==> config.mk <==
export PLATFORM = sky130hd
export DESIGN_NAME = pipe_hazard_ctrl
export DESIGN_NICKNAME = d
export VERILOG_FILES = /design/src/rtl/pipe_hazard_ctrl.sv
export SDC_FILE = /design/constraint.sdc
export NUM_CORES = 1
export LEC_CHECK = 0
export ABC_AREA = 1
export CORE_AREA = 2 2 105 107
export DETAILED_ROUTE_END_ITERATION = 12
export DIE_AREA = 0 0 107 109
export DONT_BUFFER_PORTS = 1
export GPL_ROUTABILITY_DRIVEN = 0
export GPL_TIMING_DRIVEN = 0
export PLACE_DENSITY_LB_ADDON = 0.3
export RECOVER_POWER = 25
export SLEW_MARGIN = 20
export SYNTH_ARGS = -nofsm -noshare
export SYNTH_HDL_FRONTEND = slang
export SYNTH_SLANG_ARGS = --single-unit
==> constraint.sdc <==
create_clock -name clk -period 5.7 [get_ports clk]
set_clock_uncertainty 0.2 [all_clocks]
set_input_delay 1.14 -clock clk [delete_from_list [all_inputs] [get_ports clk]]
set_output_delay 1.14 -clock clk [all_outputs]
set_load 0.02 [all_outputs]
==> src/rtl/pipe_hazard_ctrl.sv <==
// rtl/pipe_hazard_ctrl.sv - pipeline hazard, redirect and data-memory stall controller
//
// Purpose:
//   Drives the enable and bubble-insert controls of the PC, IF/ID, ID/EX,
//   EX/MEM and MEM/WB registers of a 5-stage pipeline. It arbitrates between
//   a data-memory freeze, a taken redirect resolved in MEM and an ID/EX
//   load-use hazard, and keeps saturating stall/flush event counters plus a
//   sticky memory-timeout error.
//
// Parameters:
//   MEM_TIMEOUT  consecutive WAIT cycles tolerated on one access before mem_err
//   CNT_W        width of stall_cnt / flush_cnt
//
// Ports:
//   clk, rst                   clock, synchronous active-high reset
//   IDrs, IDrt, IDusesRt       source fields of the instruction in ID
//   EXm2reg, EXwn              load flag / destination of the instruction in EX
//   MEMm2reg, MEMwmem          load / store flags of the instruction in MEM
//   MEMjumpType, MEMzero       redirect type (0 none,1 beq,2 bne,3 jump), zero flag
//   dmem_ready                 data memory completes the access this cycle
//   dmem_req                   data-memory request
//   pc_en, pc_sel_jump         PC load enable, PC source select
//   ifid_en/flush, idex_en/flush, exmem_en/flush, memwb_flush
//                              pipeline register enables / bubble inserts
//   mem_err                    sticky timeout error
//   stall_cnt, flush_cnt       saturating event counters

module pipe_hazard_ctrl #(
  parameter int MEM_TIMEOUT = 64,
  parameter int CNT_W       = 16
) (
  input  logic             clk,
  input  logic             rst,
  input  logic [4:0]       IDrs,
  input  logic [4:0]       IDrt,
  input  logic             IDusesRt,
  input  logic             EXm2reg,
  input  logic [4:0]       EXwn,
  input  logic             MEMm2reg,
  input  logic             MEMwmem,
  input  logic [1:0]       MEMjumpType,
  input  logic             MEMzero,
  input  logic             dmem_ready,
  output logic             dmem_req,
  output logic             pc_en,
  output logic             pc_sel_jump,
  output logic             ifid_en,
  output logic             ifid_flush,
  output logic             idex_en,
  output logic             idex_flush,
  output logic             exmem_en,
  output logic             exmem_flush,
  output logic             memwb_flush,
  output logic             mem_err,
  output logic [CNT_W-1:0] stall_cnt,
  output logic [CNT_W-1:0] flush_cnt
);

  localparam int WCNT_W = $clog2(MEM_TIMEOUT + 1);

  typedef enum logic [1:0] {
    S_RUN  = 2'd0,
    S_WAIT = 2'd1,
    S_ERR  = 2'd2
  } state_e;

  state_e            state_q, state_d;
  logic [WCNT_W-1:0] wait_cnt_q, wait_cnt_d;
  logic [WCNT_W-1:0] wait_inc;
  logic              mem_err_q, mem_err_d;
  logic [CNT_W-1:0]  stall_cnt_q, stall_cnt_d;
  logic [CNT_W-1:0]  flush_cnt_q, flush_cnt_d;

  logic memop;
  logic freeze;
  logic taken;
  logic loaduse;

  // ---------------------------------------------------------------------------
  // Hazard detection
  // ---------------------------------------------------------------------------
  assign memop = MEMm2reg | MEMwmem;

  // ERR keeps the pipe frozen regardless of what sits in MEM.
  assign freeze = (state_q == S_ERR) | (memop & ~dmem_ready);

  always_comb begin
    taken = 1'b0;
    case (MEMjumpType)
      2'd1:    taken = MEMzero;
      2'd2:    taken = ~MEMzero;
      2'd3:    taken = 1'b1;
      default: taken = 1'b0;
    endcase
  end

  // $0 is never a real producer, so a load into $0 cannot create a hazard.
  assign loaduse = EXm2reg & (EXwn != 5'd0) &
                   ((EXwn == IDrs) | (IDusesRt & (EXwn == IDrt)));

  // ---------------------------------------------------------------------------
  // Pipeline control outputs (freeze > taken > loaduse > normal)
  // ---------------------------------------------------------------------------
  always_comb begin
    dmem_req    = 1'b0;
    pc_en       = 1'b0;
    pc_sel_jump = 1'b0;
    ifid_en     = 1'b0;
    ifid_flush  = 1'b0;
    idex_en     = 1'b0;
    idex_flush  = 1'b0;
    exmem_en    = 1'b0;
    exmem_flush = 1'b0;
    memwb_flush = 1'b0;

    if (!rst) begin
      dmem_req = memop & (state_q != S_ERR);

      if (freeze) begin
        // Hold every stage; MEM/WB takes a bubble so WB does not retire
        // the stalled MEM instruction twice. A pending redirect waits.
        memwb_flush = 1'b1;
      end else if (taken) begin
        // Redirect; the three younger instructions in IF/ID/EX are squashed.
        pc_en       = 1'b1;
        pc_sel_jump = 1'b1;
        ifid_en     = 1'b1;
        ifid_flush  = 1'b1;
        idex_en     = 1'b1;
        idex_flush  = 1'b1;
        exmem_en    = 1'b1;
        exmem_flush = 1'b1;
      end else if (loaduse) begin
        // Hold PC and IF/ID, push a bubble into EX while the load advances.
        idex_en    = 1'b1;
        idex_flush = 1'b1;
        exmem_en   = 1'b1;
      end else begin
        pc_en    = 1'b1;
        ifid_en  = 1'b1;
        idex_en  = 1'b1;
        exmem_en = 1'b1;
      end
    end
  end

  // ---------------------------------------------------------------------------
  // Memory-wait FSM
  // ---------------------------------------------------------------------------
  assign wait_inc = wait_cnt_q + 1'b1;

  always_comb begin
    state_d    = state_q;
    wait_cnt_d = wait_cnt_q;
    mem_err_d  = mem_err_q;

    case (state_q)
      S_RUN: begin
        wait_cnt_d = '0;
        if (memop && !dmem_ready) begin
          state_d = S_WAIT;
        end
      end

      S_WAIT: begin
        // Ready on the very cycle the count would hit the limit still wins.
        if (!memop || dmem_ready) begin
          state_d    = S_RUN;
          wait_cnt_d = '0;
        end else if (wait_inc == WCNT_W'(MEM_TIMEOUT)) begin
          state_d    = S_ERR;
          wait_cnt_d = wait_inc;
          mem_err_d  = 1'b1;
        end else begin
          wait_cnt_d = wait_inc;
        end
      end

      S_ERR: begin
        // Only reset leaves ERR.
        state_d = S_ERR;
      end

      default: begin
        state_d    = S_RUN;
        wait_cnt_d = '0;
      end
    endcase
  end

  // ---------------------------------------------------------------------------
  // Saturating event counters
  // ---------------------------------------------------------------------------
  always_comb begin
    stall_cnt_d = stall_cnt_q;
    flush_cnt_d = flush_cnt_q;

    if (!pc_en && (stall_cnt_q != {CNT_W{1'b1}})) begin
      stall_cnt_d = stall_cnt_q + 1'b1;
    end

    // A redirect is only an event when it is actually acted on.
    if (taken && !freeze && (flush_cnt_q != {CNT_W{1'b1}})) begin
      flush_cnt_d = flush_cnt_q + 1'b1;
    end
  end

  always_ff @(posedge clk) begin
    if (rst) begin
      state_q     <= S_RUN;
      wait_cnt_q  <= '0;
      mem_err_q   <= 1'b0;
      stall_cnt_q <= '0;
      flush_cnt_q <= '0;
    end else begin
      state_q     <= state_d;
      wait_cnt_q  <= wait_cnt_d;
      mem_err_q   <= mem_err_d;
      stall_cnt_q <= stall_cnt_d;
      flush_cnt_q <= flush_cnt_d;
    end
  end

  assign mem_err   = mem_err_q;
  assign stall_cnt = stall_cnt_q;
  assign flush_cnt = flush_cnt_q;

endmodule
==> impl_metrics.csv, run 1 <==
group,metric,value,unit
clock_network,cts-htree-levels,2,
clock_network,clkLatencyLatePin,0.29,ns
finish,multiInputGateArea,1460,sq um
route,vias,2333,
grt,grtUsageMet3,3.59,%
flow_run,maxCapViolCount,0,
floorplan,top_level_ports,68,
finish,instances_no_fill,537,
grt,met1_usage,14.1,%
grt,grt.overflow.total,0,
timing,fin_crit,4.17,ns
worst_setup_path,timing_worst_setup_path_type,"in -> out",
placement,dpl.hpwl,4.88,mm
route,finalWirelength,6.27,mm
synth,synth_edf_count,0,
worst_setup_path,r2r-start,"stall_cnt[0]",
synth,ys_top_cells_by_area,"dfxtp_1 33%, nand2_1 15%, nand3_1 6.6%",
worst_hold_path,min_from,"wait_cnt_q[5]",
route,drt_iter0_drc,122,
floorplan,rows,38,
synth,netlist_instances,389,
timing,slew_headroom,42.3,%
clock_network,cts_tree,"yes",
worst_setup_path,arrival,2.83,ns
synth,yosysUniqueCellTypes,32,
timing,max_freq,240,MHz
timing,setup_viol,0,
floorplan,core,10600,sq um
worst_setup_path,reg2reg_slack,3.44,ns
synth,yosysTopAreaCell,"dfxtp_1",
synth,synth-seq-cells,42,
route,drtPass1Iterations,4,
synth,yosys-top-cells-count,"104 x nand2_1, 42 x dfxtp_1, 37 x inv_1, 37 x nor2_1, 34 x nand3_1",
synth,synth_top_area_share,32.7,%
grt,use_met2,18.4,%
worst_hold_path,worstHoldPathType,"reg -> reg",
floorplan,die_h,109,um
power_and_ir_drop,p_leak,1.11,nW
route,wl_per_cell,11.7,um
clock_network,cts-root-buf,"clkbuf_8",
grt,grt_use_total,11.1,%
synth,yosysMostFrequentCell,"nand2_1",
route,final_antenna_net_count,0,
floorplan,die_w,107,um
timing,finalCritPeriodShare,73.1,%
timing,worstMarginPinSlew,0.859,ns
synth,synth-async-reset-ratio,0,%
route,via_per_inst,4.34,
finish,final_nets,424,
power_and_ir_drop,total_power,564,uW
timing,hold_violations,0,
worst_setup_path,crit_fanout,10,
clock_network,postCtsSetupRepairBufs,0,
clock_network,clk_pin_slew,0.08,ns
worst_hold_path,min_to,"wait_cnt_q[5]",
finish,layout-drive-gt1-share,11.3,%
placement,dp_cells,529,
route,route.detailed.drc,0,
finish,area_growth,10.2,%
worst_setup_path,crit_path_end_kind,"output port",
worst_setup_path,critPathRequiredTime,4.36,ns
worst_setup_path,rr_endpoint,"stall_cnt[15]",
worst_hold_path,min_path_cells,2,
power_and_ir_drop,powerDensity,199,nW/um^2
synth,ys_seq_area_share,32.7,%
floorplan,initial_core_util,24.3,%
grt,grt_pass1_wl,10.4,mm
clock_network,clock_sinks,42,
synth,ys.flop_type,"dfxtp_1",
timing,setup_tns,0,ns
outcome,status,"complete, no violations",
synth,ys.warnings.count,0,
timing,rsz0062_at_grt,"no",
clock_network,cts_made_buffers,5,
clock_network,clockBufferDepth,2,
finish,insertedDiodeCount,0,
worst_setup_path,worst_r2r_path_depth,10,
power_and_ir_drop,vdd_drop_max,0.000101,V
finish,area.sequential,841,sq um
grt,first_global_vias,2155,
floorplan,die_area,11700,sq um
grt,grt_max_degree,14,
grt,antenna_found_initial,0,
worst_setup_path,critPathLaunchType,"primary input",
grt,grt-busiest-layer,"met2",
synth,syn_avg_cell_area,6.61,sq um
timing,slew_violations,0,
synth,syn_area,2570,sq um
finish,fill_cells,1201,
placement,portBuffers,0,
clock_network,cts_resized,0,
synth,syn-num-nets,417,
clock_network,cts_hold_buf,0,
[how the worst max path moves through the flow]
stage / from / endpoint / slack, ns / cells after the start
after global routing: MEMwmem / pc_en / 1.41 / 8
after global placement: rst / ifid_flush / 1.52 / 4
after floorplan: MEMwmem / pc_en / 1.81 / 8
after detailed placement: MEMwmem / pc_en / 1.54 / 8
final: MEMwmem / pc_en / 1.53 / 8
after CTS: MEMwmem / pc_en / 1.54 / 8
[flip-flops by register name, indices dropped and copies added (netlist names)]
name        flops
stall_cnt      16
wait_cnt_q      7
state_q         2
mem_err         1
flush_cnt      16
[metrics by stage]
step,worst slack (ns),hold WS (ns),cell area [sq um],utilization [%]
floorplan,1.81,0.243,2570,-
finish,1.53,0.272,2830,26.7
global route,1.41,0.299,2830,26.7
detailed placement,1.54,0.257,2750,25.9
global placement,1.52,0.253,2750,25.9
CTS,1.54,0.276,2840,26.8
[routing by layer]
metal  wire length [um]  share of wire (%)  vias to the layer above
met2               2870                 46                       46
met5                  0                  0                        -
met1               2970                 47                     1035
li1                   -                  -                     1250
met4                 29               0.46                        0
met3                394                6.3                        2
[critical path, stage by stage]
cell and delay, ns:
or2_0 0.22, nand2_1 0.14, nand2_1 0.14, nor2_2 0.33
nand2_2 0.25, buf_4 0.24, inv_1 0.17, buf_4 0.18
[layout make-up]
class                           instances  area share, %
Multi-Input combinational cell        285           51.5
Sequential cell                        42           29.7
Inverter                               47           6.23
Tap cell                              140           6.18
Buffer                                 15           3.09
Clock buffer                            6           2.91
Clock inverter                          2          0.442
[cells by family (layout without fill, tap and decap cells)]
family	after synthesis	after routing	share of synthesized area, %
AOI/OAI and AO/OA	55	55	12.1
xor gates and xnor gates	23	23	7.83
adders and majority gates	3	3	1.46
buffers and inverters	62	70	10.3
DFF	42	42	32.7
and+or+nand+nor	204	204	35.7
[where the power goes]
part | switching [mW] | internal [mW] | total, mW
logic | 0.0404 | 0.0183 | 0.0587
registers | 0.00984 | 0.297 | 0.307
clock network | 0.101 | 0.0974 | 0.198
[layout by cell type (no fill, tap or decap), types with 2 or more instances in the layout]
master    Yosys  routed
o21ai_0       7       7
clkbuf_8      0       6
a21oi_1      31      31
nor3_1        9      10
nand4_1       5       5
buf_4         5       5
nand2_1     104     105
nand3_1      34      34
xnor2_1       8       8
a21boi_0      2       2
clkbuf_1      5       5
nor2_4        3       3
nand2_2       3       2
buf_2         4       4
ha_1          3       3
inv_2        10      10
nor2_1       37      37
o21ai_1       6       6
xor2_1       15      15
a21oi_2       7       7
inv_1        37      37
dfxtp_1      42      42
(Power assumes the default switching activity.)
==> inputs of run 2 (changes only) <==
==> constraint.sdc (replaced) <==
create_clock -name clk -period 3.9 [get_ports clk]
set_clock_uncertainty 0.2 [all_clocks]
set_input_delay 0.78 -clock clk [delete_from_list [all_inputs] [get_ports clk]]
set_output_delay 0.78 -clock clk [all_outputs]
set_load 0.02 [all_outputs]
==> run 2 against run 1 <==
  * Sequential cell count is the same
  * Die area unchanged
  * Final area unchanged
  * Worst hold slack is the same
  * Core utilization did not move
  * First-iteration DRC count unchanged
  * Highest routed layer unchanged
==> impl_metrics.csv, run 2 (synthesized netlist as in run 1, its figures left out) <==
group,metric,value,unit
timing,setup_tns,0,ns
route,wl_per_cell,11.7,um
timing,rsz0062_at_grt,"no",
floorplan,rows,38,
floorplan,die_w,107,um
route,drtPass1Iterations,4,
finish,layout-drive-gt1-share,11.3,%
floorplan,core,10600,sq um
finish,instances_no_fill,537,
finish,final_common_cell,"nand2_1",
grt,first_global_vias,2155,
finish,area_growth,10.2,%
placement,post-place-ws,0.461,ns
timing,max_freq,290,MHz
worst_setup_path,crit_path_end_kind,"output port",
timing,fin_crit,3.44,ns
floorplan,die_area,11700,sq um
finish,fill_cells,1201,
clock_network,clockBufferDepth,2,
timing,finalCritPeriodShare,88.3,%
finish,multiInputGateArea,1460,sq um
grt,grt_pass1_wl,10.4,mm
worst_setup_path,slowest_stage,"nor2_2",
route,route.detailed.drc,0,
worst_setup_path,cp_top_family,"simple AND/OR/NAND/NOR gates",
worst_setup_path,critPathLaunchType,"primary input",
finish,final_nets,424,
placement,dp_cells,529,
power_and_ir_drop,vdd_drop_max,0.000148,V
worst_setup_path,timing_worst_setup_path_type,"in -> out",
clock_network,cts-root-buf,"clkbuf_8",
placement,portBuffers,0,
clock_network,cts_tree,"yes",
clock_network,postCtsSetupRepairBufs,0,
worst_setup_path,crit_chain,"or2_1 > nand2_1 > nand2_1 > nor2_2 > nand2_2 > buf_4 > inv_1 > buf_4",
clock_network,cts_hold_buf,0,
worst_setup_path,critPathRequiredTime,2.92,ns
route,via_per_inst,4.34,
grt,grt_use_total,11.1,%
route,drt_iter0_drc,122,
floorplan,die_h,109,um
grt,grt.overflow.total,0,
outcome,status,"complete, no violations",
finish,area.sequential,841,sq um
finish,final_cell_mix,"105 x nand2_1, 42 x dfxtp_1, 37 x inv_1, 37 x nor2_1, 34 x nand3_1",
route,finalWirelength,6.27,mm
worst_hold_path,worstHoldPathType,"reg -> reg",
worst_setup_path,arrival,2.46,ns
route,vias,2333,
route,final_antenna_net_count,0,
floorplan,top_level_ports,68,
power_and_ir_drop,p_leak,1.11,nW
worst_setup_path,cp_slowest_stage_delay,0.33,ns
clock_network,cts-htree-levels,2,
timing,fin_ws,0.457,ns
clock_network,cts_made_buffers,5,
timing,worstMarginPinSlew,0.859,ns
timing,setup_viol,0,
timing,slew_headroom,42.3,%
clock_network,cts_resized,0,
placement,dpl.hpwl,4.88,mm
worst_setup_path,crit_fanout,10,
clock_network,clock_sinks,42,
power_and_ir_drop,powerDensity,291,nW/um^2
power_and_ir_drop,total_power,824,uW
clock_network,clk_pin_slew,0.08,ns
grt,antenna_found_initial,0,
flow_run,maxCapViolCount,0,
worst_setup_path,critPathBufInv,3,
timing,slew_violations,0,
finish,insertedDiodeCount,0,
timing,hold_violations,0,
grt,grt_max_degree,14,
floorplan,initial_core_util,24.3,%
clock_network,clkLatencyLatePin,0.29,ns
-- run 2: report_power, final --
group          internal, mW  leakage (nW)  switching [mW]
logic                0.0268         0.719          0.0591
registers             0.435         0.339          0.0144
clock network         0.142        0.0472           0.147
total                 0.604          1.11           0.220
-- run 2: per-stage QoR --
stage          instance area, sq um  hold slack, ns  util [%]
6_report                       2830           0.272      26.7
5_1_grt                        2830           0.299      26.7
4_1_cts                        2840           0.276      26.8
3_5_place_dp                   2750           0.257      25.9
3_3_place_gp                   2750           0.253      25.9
2_1_floorplan                  2570           0.243         -
-- run 2: cell type report --
cell class | instances | area share (%)
buffer | 15 | 3.09
clock buffer | 6 | 2.91
clock inverter | 2 | 0.442
inverter | 47 | 6.23
multi-input combinational | 285 | 51.5
sequential | 42 | 29.7
tap | 140 | 6.18
-- run 2: metal layers --
| metal | share of wire (%) | track usage (%) | up-vias |
|---|---|---|---|
| met5 | 0 | 0 | - |
| met4 | 0.46 | 2.50 | 0 |
| met3 | 6.3 | 3.59 | 2 |
| met2 | 46 | 18.4 | 46 |
| met1 | 47 | 14.1 | 1035 |
| li1 | - | - | 1250 |
-- run 2: final timing paths --
kind | startpoint | endpoint | slack [ns] | cells after the start
max | MEMwmem | pc_en | 0.46 | 8
min reg2reg | wait_cnt_q[5] | wait_cnt_q[5] | 0.27 | 2
max reg2reg | stall_cnt[0] | stall_cnt[15] | 1.64 | 10
min | wait_cnt_q[5] | wait_cnt_q[5] | 0.27 | 2
-- run 2: tightest hold or removal path, cell delays in order (launching register included) --
cell     delay [ns]
dfxtp_1        0.32
nand2_1        0.06
a21oi_1        0.05
==> inputs of run 3 (changes only) <==
==> constraint.sdc (replaced) <==
create_clock -name clk -period 3.94 [get_ports clk]
set_clock_uncertainty 0.2 [all_clocks]
set_input_delay 0.788 -clock clk [delete_from_list [all_inputs] [get_ports clk]]
set_output_delay 0.788 -clock clk [all_outputs]
set_load 0.02 [all_outputs]
==> results of run 3 <==
Same layout as run 2 (identical final DEF). Status: complete, no violations.
Main changes from that run: setup slack after placement 0.461 ns -> 0.485 ns; setup slack after layout 0.457 ns -> 0.481 ns; register-to-register setup slack 1.64 ns -> 1.68 ns; total power 0.824 mW -> 0.816 mW; worst IR drop on VDD 0.000148 V -> 0.000146 V
